$ cat src/rtl/dds_pkg.sv
// Shared definitions for the DDS output path: DAC word width, SPI driver FSM
// encodings and legal ranges for the driver's timing parameters.
package dds_pkg;

    localparam int DAC_WIDTH      = 16;
    localparam int BIT_CNT_W      = 5;
    localparam int HALF_CNT_W     = 8;

    localparam int CLK_DIV_MIN    = 1;
    localparam int CLK_DIV_MAX    = 255;
    localparam int GAP_CYCLES_MIN = 0;
    localparam int GAP_CYCLES_MAX = 255;

    typedef enum logic [2:0] {
        IDLE  = 3'd0,
        SETUP = 3'd1,
        SHIFT = 3'd2,
        LATCH = 3'd3,
        GAP   = 3'd4
    } dac_state_e;

endpackage

$ cat src/rtl/sclk_tick_gen.sv
// Half-period counter: pulses tick_o every CLK_DIV cycles and restarts from
// zero whenever the FSM enters a new state.
module sclk_tick_gen
    import dds_pkg::*;
#(
    parameter int CLK_DIV = 4
) (
    input  logic clk,
    input  logic rst_n,
    input  logic restart_i,
    output logic tick_o,
    output logic tick_next_o
);

    localparam logic [HALF_CNT_W-1:0] DIV_LAST = HALF_CNT_W'(CLK_DIV - 1);

    logic [HALF_CNT_W-1:0] cnt_q;
    logic [HALF_CNT_W-1:0] cnt_d;

    assign tick_o = (cnt_q == DIV_LAST);

    always_comb begin
        cnt_d = cnt_q + HALF_CNT_W'(1);
        if (restart_i || tick_o) begin
            cnt_d = '0;
        end
    end

    // Lets the owner register an output that must coincide with the tick cycle.
    assign tick_next_o = (cnt_d == DIV_LAST);

    always_ff @(posedge clk or negedge rst_n) begin
        if (!rst_n) begin
            cnt_q <= '0;
        end else begin
            cnt_q <= cnt_d;
        end
    end

endmodule

$ cat src/rtl/dac_spi_driver.sv
// Serialises 16-bit DDS samples to an SPI DAC (MSB first, data launched on the
// SCLK falling edge) and strobes LDAC after each word.
module dac_spi_driver
    import dds_pkg::*;
#(
    parameter int CLK_DIV    = 4,
    parameter int GAP_CYCLES = 2,
    parameter bit MSB_INVERT = 1'b0
) (
    input  logic                 clk,
    input  logic                 rst_n,
    input  logic [DAC_WIDTH-1:0] din,
    input  logic                 din_valid,
    output logic                 din_ready,
    output logic                 dac_cs_n,
    output logic                 dac_sclk,
    output logic                 dac_sdo,
    output logic                 dac_ldac_n,
    output logic                 frame_done
);

    if (CLK_DIV < CLK_DIV_MIN || CLK_DIV > CLK_DIV_MAX) begin : g_bad_clk_div
        $error("dac_spi_driver: CLK_DIV out of range 1..255");
    end
    if (GAP_CYCLES < GAP_CYCLES_MIN || GAP_CYCLES > GAP_CYCLES_MAX) begin : g_bad_gap
        $error("dac_spi_driver: GAP_CYCLES out of range 0..255");
    end

    localparam logic [DAC_WIDTH-1:0]  INV_MASK = MSB_INVERT ? {1'b1, {(DAC_WIDTH-1){1'b0}}} : '0;
    localparam logic [BIT_CNT_W-1:0]  BIT_LAST = BIT_CNT_W'(DAC_WIDTH - 1);
    localparam logic [HALF_CNT_W-1:0] GAP_LAST = HALF_CNT_W'(GAP_CYCLES - 1);

    dac_state_e             state_q, state_d;
    logic [DAC_WIDTH-1:0]   shift_q, shift_d;
    logic [BIT_CNT_W-1:0]   bit_cnt_q, bit_cnt_d;
    logic [HALF_CNT_W-1:0]  gap_cnt_q, gap_cnt_d;
    logic                   cs_n_q, cs_n_d;
    logic                   sclk_q, sclk_d;
    logic                   sdo_q, sdo_d;
    logic                   ldac_n_q, ldac_n_d;
    logic                   frame_done_q, frame_done_d;
    logic                   ready_q, ready_d;

    logic                   restart;
    logic                   tick;
    logic                   tick_next;
    logic [DAC_WIDTH-1:0]   din_cap;

    assign din_cap = din ^ INV_MASK;

    sclk_tick_gen #(
        .CLK_DIV (CLK_DIV)
    ) u_tick (
        .clk         (clk),
        .rst_n       (rst_n),
        .restart_i   (restart),
        .tick_o      (tick),
        .tick_next_o (tick_next)
    );

    always_comb begin
        state_d   = state_q;
        shift_d   = shift_q;
        bit_cnt_d = bit_cnt_q;
        gap_cnt_d = gap_cnt_q;
        sclk_d    = sclk_q;
        sdo_d     = sdo_q;
        unique case (state_q)
            IDLE: begin
                if (din_valid && ready_q) begin
                    shift_d   = din_cap;
                    sdo_d     = din_cap[DAC_WIDTH-1];
                    bit_cnt_d = '0;
                    sclk_d    = 1'b0;
                    state_d   = SETUP;
                end
            end
            SETUP: begin
                if (tick) begin
                    state_d = SHIFT;
                end
            end
            SHIFT: begin
                if (tick) begin
                    if (!sclk_q) begin
                        sclk_d = 1'b1;
                    end else begin
                        sclk_d = 1'b0;
                        if (bit_cnt_q == BIT_LAST) begin
                            state_d = LATCH;
                        end else begin
                            // Rotate rather than shift so every register bit stays live.
                            shift_d   = {shift_q[DAC_WIDTH-2:0], shift_q[DAC_WIDTH-1]};
                            sdo_d     = shift_q[DAC_WIDTH-2];
                            bit_cnt_d = bit_cnt_q + BIT_CNT_W'(1);
                        end
                    end
                end
            end
            LATCH: begin
                if (tick) begin
                    gap_cnt_d = '0;
                    state_d   = (GAP_CYCLES == 0) ? IDLE : GAP;
                end
            end
            GAP: begin
                if (gap_cnt_q == GAP_LAST) begin
                    state_d = IDLE;
                end else begin
                    gap_cnt_d = gap_cnt_q + HALF_CNT_W'(1);
                end
            end
            default: begin
                state_d = IDLE;
            end
        endcase
    end

    // Pin levels are registered from the next state so they line up with state_q.
    assign restart      = (state_d != state_q);
    assign cs_n_d       = !((state_d == SETUP) || (state_d == SHIFT));
    assign ldac_n_d     = (state_d != LATCH);
    assign frame_done_d = (state_d == LATCH) && tick_next;
    assign ready_d      = (state_d == IDLE);

    always_ff @(posedge clk or negedge rst_n) begin
        if (!rst_n) begin
            state_q      <= IDLE;
            bit_cnt_q    <= '0;
            gap_cnt_q    <= '0;
            cs_n_q       <= 1'b1;
            sclk_q       <= 1'b0;
            sdo_q        <= 1'b0;
            ldac_n_q     <= 1'b1;
            frame_done_q <= 1'b0;
            ready_q      <= 1'b0;
        end else begin
            state_q      <= state_d;
            bit_cnt_q    <= bit_cnt_d;
            gap_cnt_q    <= gap_cnt_d;
            cs_n_q       <= cs_n_d;
            sclk_q       <= sclk_d;
            sdo_q        <= sdo_d;
            ldac_n_q     <= ldac_n_d;
            frame_done_q <= frame_done_d;
            ready_q      <= ready_d;
        end
    end

    always_ff @(posedge clk) begin
        shift_q <= shift_d;
    end

    assign din_ready  = ready_q;
    assign dac_cs_n   = cs_n_q;
    assign dac_sclk   = sclk_q;
    assign dac_sdo    = sdo_q;
    assign dac_ldac_n = ldac_n_q;
    assign frame_done = frame_done_q;

endmodule

$ cat config.mk
export PLATFORM = sky130hd
export DESIGN_NAME = dac_spi_driver
export DESIGN_NICKNAME = d
export VERILOG_FILES = /design/src/rtl/dds_pkg.sv /design/src/rtl/sclk_tick_gen.sv /design/src/rtl/dac_spi_driver.sv
export SDC_FILE = /design/constraint.sdc
export NUM_CORES = 1
export LEC_CHECK = 0
export CORE_ASPECT_RATIO = 1.4
export CORE_MARGIN = 2
export CORE_UTILIZATION = 50
export DETAILED_ROUTE_END_ITERATION = 8
export PLACE_DENSITY_LB_ADDON = 0.1
export SETUP_SLACK_MARGIN = 0.05
export SYNTH_ARGS = -nofsm -noshare
export SYNTH_HDL_FRONTEND = slang
export SYNTH_SLANG_ARGS = --single-unit
$ cat constraint.sdc
create_clock -name clk -period 2.2 [get_ports clk]
set_clock_uncertainty 0.05 [all_clocks]
set_input_delay 0.44 -clock clk [delete_from_list [all_inputs] [get_ports clk]]
set_output_delay 0.44 -clock clk [all_outputs]
set_load 0.02 [all_outputs]
==> results.toml <==
[power_and_ir_drop]
pwr-share-seq_pct = 42.4
combPwrFrac_pct = 34.6
powerDensity_nw_per_um2 = 1162
p_int_mw = 2.085
fin_total_pwr_mw = 3.164
power.switching_mw = 1.080
power.leakage_nw = 1.168
ir_drop_uv = 692.4
p_clk_share_pct = 22.9
swShare_pct = 34.12

[timing]
fin_crit_ps = 2008
worst_pin_slew_ps = 425.1
setup_viol = 0
fmax_mhz = 498.0
hold_violations = 0
slew_headroom_pct = 71.56
period_share_pct = 91.27
maxSlewViolCount = 0
whs_ps = 440.0
tns_ps = 0
rsz0062_at_grt = "false"

[yosys]
synth_common_cells = "nand2_1 (59), dfrtp_1 (28), nor2_1 (19), edfxtp_1 (16)"
ys.warnings.count = 0
synth-simple-area-share_pct = 25.65
synth-xor-area-share_pct = 5.441
synth_compound_area_share_pct = 8.051
synth-edff-count = 16
synth_cell_types = 48
async_flop_share_pct = 65.22
synth_seq_cells = 46
synth_top_family_by_area = "simple AND/OR/NAND/NOR gates"
synth_cells = 213
syn_nets = 237
synth_area_leaders = "dfrtp_1 (31%), edfxtp_1 (21%), nand2_1 (9.8%), nor2_1 (3.2%), ha_1 (2.8%)"
synth_top_area_cell = "dfrtp_1"
synth_adder_area_share_pct = 2.776
muxShareOfSynthArea_pct = 0.9439
synth_most_common_cell = "nand2_1"
synth_area_um2 = 2253
seq_area_frac_synth_pct = 54.75
synth_area_per_cell_um2 = 10.58
synth_ff_type = "dfrtp_1"
synth_top_cell_area_share_pct = 31.09

[clock_network]
cts_buffer_depth = 2
cts_setup_buffers = 0
cts.sink_count = 46
cts_inserted_buffers = 5
cts_tree = "yes"
root_buffer = "clkbuf_8"
cts.reportedPaths.clkPinSlew_ps = 90
ctsHtreeMaxLevel = 2
clk_latency_ps = 300

[detailed_routing]
wl_mm = 4.194
routed-via-count = 1564
dr.pass1.iters = 6
postRouteAntennaNets = 0
via_per_inst = 5.145
drc = 0
drt_iter0_drc = 59
wl_per_cell_um = 13.80

[die]
num_rows = 28
core_um2 = 4274
die_x_um = 60.74
start_util_pct = 52.72
die_y_um = 83.43
dieArea_um2 = 5067
io_pins = 25

[place]
gp_congestion = 0.8341
portBuffers = 24
dp_hpwl_mm = 2.931

[critical_path]
path_class = "reg -> reg"
cp_slowest_cell = "dfrtp_1"
crit_path_end_kind = "flop"
cp-start-kind = "flop"
crit_path_frequent_cell = "ha_1"
cp_cell_sequence = "ha_1 > and3_1 > ha_1 > and2b_2 > o2bb2ai_4 > or3_1 > a21oi_1"
cpPeakStageDelay_ps = 420
cp_max_fo = 8
required_ps = 2380
crit_family = "simple AND/OR/NAND/NOR gates"
critPathArrivalTime_ps = 2180
crit_buf_inv = 0

[run]
drv_cap = 0

[global_routing]
grt_pass1_wl_mm = 7.279
grt_usage_pct = 19.04
grt_antenna_before_repair = 0
grt_pass1_vias = 1618
grt_max_degree = 31
grt_overflow = 0

[hold_path]
hold_path_class = "reg -> reg"

[finish]
drive_above_1_share_pct = 12.30
nets = 267
n_antenna_cell = 0
area_growth_pct = 20.82
final.fill_count = 385

[run_status]
status = "complete, no violations"
-- power groups by stage --
stage | Clock (mW) | Sequential [mW] | Combinational, mW
2_1_floorplan | 0 | 1.37 | 0.732
3_3_place_gp | 0 | 1.35 | 1.09
3_5_place_dp | 0 | 1.36 | 1.10
4_1_cts | 0.743 | 1.34 | 1.11
5_1_grt | 0.783 | 1.38 | 1.24
6_report | 0.726 | 1.34 | 1.10
-- repair_timing --
item / 4_1_cts / 5_1_grt
endpoints found under the setup margin: 0 / 2
gates resized for setup: 0 / 1
hold buffers: 0 / 0
-- stage by stage --
step	instances	area, um^2	utilization, %	worst slack (ps)
6_report	304	2723	63.70	192.0
3_5_place_dp	296	2584	60.45	170.4
2_1_floorplan	213	2253	-	175.5
3_3_place_gp	296	2584	60.45	218.1
5_1_grt	304	2723	63.70	74.45
4_1_cts	304	2716	63.55	187.6
-- logic make-up (layout without fill, tap and decap cells) --
family                   count (synthesis)  after routing
adder cells (fa/ha/maj)                  5              5
XOR/XNOR                                14             14
flip-flops                              46             46
AND/OR/NAND/NOR                        114            114
buffers and inverters                   12             43
AO/OA/AOI/OAI                           20             20
multiplexers                             2              2
-- worst reg2reg max path, cell delays in order, from the launching register on --
cell and delay, ps:
dfrtp_1 420, ha_1 220, and3_1 190, ha_1 200, and2b_2 260, o2bb2ai_4 110
or3_1 350, a21oi_1 140
-- placed cells by master (no fill, tap or decap), drive strengths merged, types with 2 or more instances in the layout --
cell           instances
nand2                 59
dfrtp                 28
clkdlybuf4s50         24
nor2                  20
edfxtp                16
nand3                  9
inv                    7
xnor2                  7
xor2                   7
and3                   5
ha                     5
clkbuf                 5
o21ai                  5
nor3                   4
buf                    4
a21oi                  3
nor2b                  2
o31ai                  2
or3                    2
nand4                  2
bufinv                 2
dfstp                  2
nor3b                  2
o2bb2ai                2
-- routing by layer --
layer	vias up	GRT usage (%)	wire length, um
li1	785	-	-
met1	748	23.83	1852
met2	25	31.28	2122
met3	6	4.206	135
met4	0	7.115	83
met5	-	0	0
-- final timing paths --
| path | startpoint | end | slack (ps) | depth (start not counted) |
|---|---|---|---|---|
| setup / recovery | bit_cnt_q[0] | bit_cnt_q[3] | 190 | 7 |
| hold / removal | bit_cnt_q[4] | bit_cnt_q[4] | 440 | 2 |
| setup reg to reg | bit_cnt_q[0] | bit_cnt_q[3] | 190 | 7 |
| hold reg to reg | bit_cnt_q[4] | bit_cnt_q[4] | 440 | 2 |
| max in group asynchronous | rst_n | dac_ldac_n | 1320 | 2 |
| min in group asynchronous | rst_n | gap_cnt_q[1] | 460 | 2 |
-- area by class of cell --
class                      count  area (um^2)  share of cell area (%)
sequential                    46         1234                   45.31
multi-input combinational    155        972.2                   35.71
timing repair buffer          28        282.8                   10.39
tap                           60        75.07                   2.757
clock buffer                   5        68.82                   2.528
clock inverter                 3        63.81                   2.344
inverter                       7        26.28                  0.9651
-- flip-flops by register name (all words and copies together) (netlist names) --
name,cells
din_ready,1
u_tick.cnt_q,8
dac_ldac_n,1
dac_sclk,1
dac_cs_n,1
bit_cnt_q,5
gap_cnt_q,8
frame_done,1
state_q,3
dac_sdo,1
shift_q,16
Power figures use the tool's default switching activity.
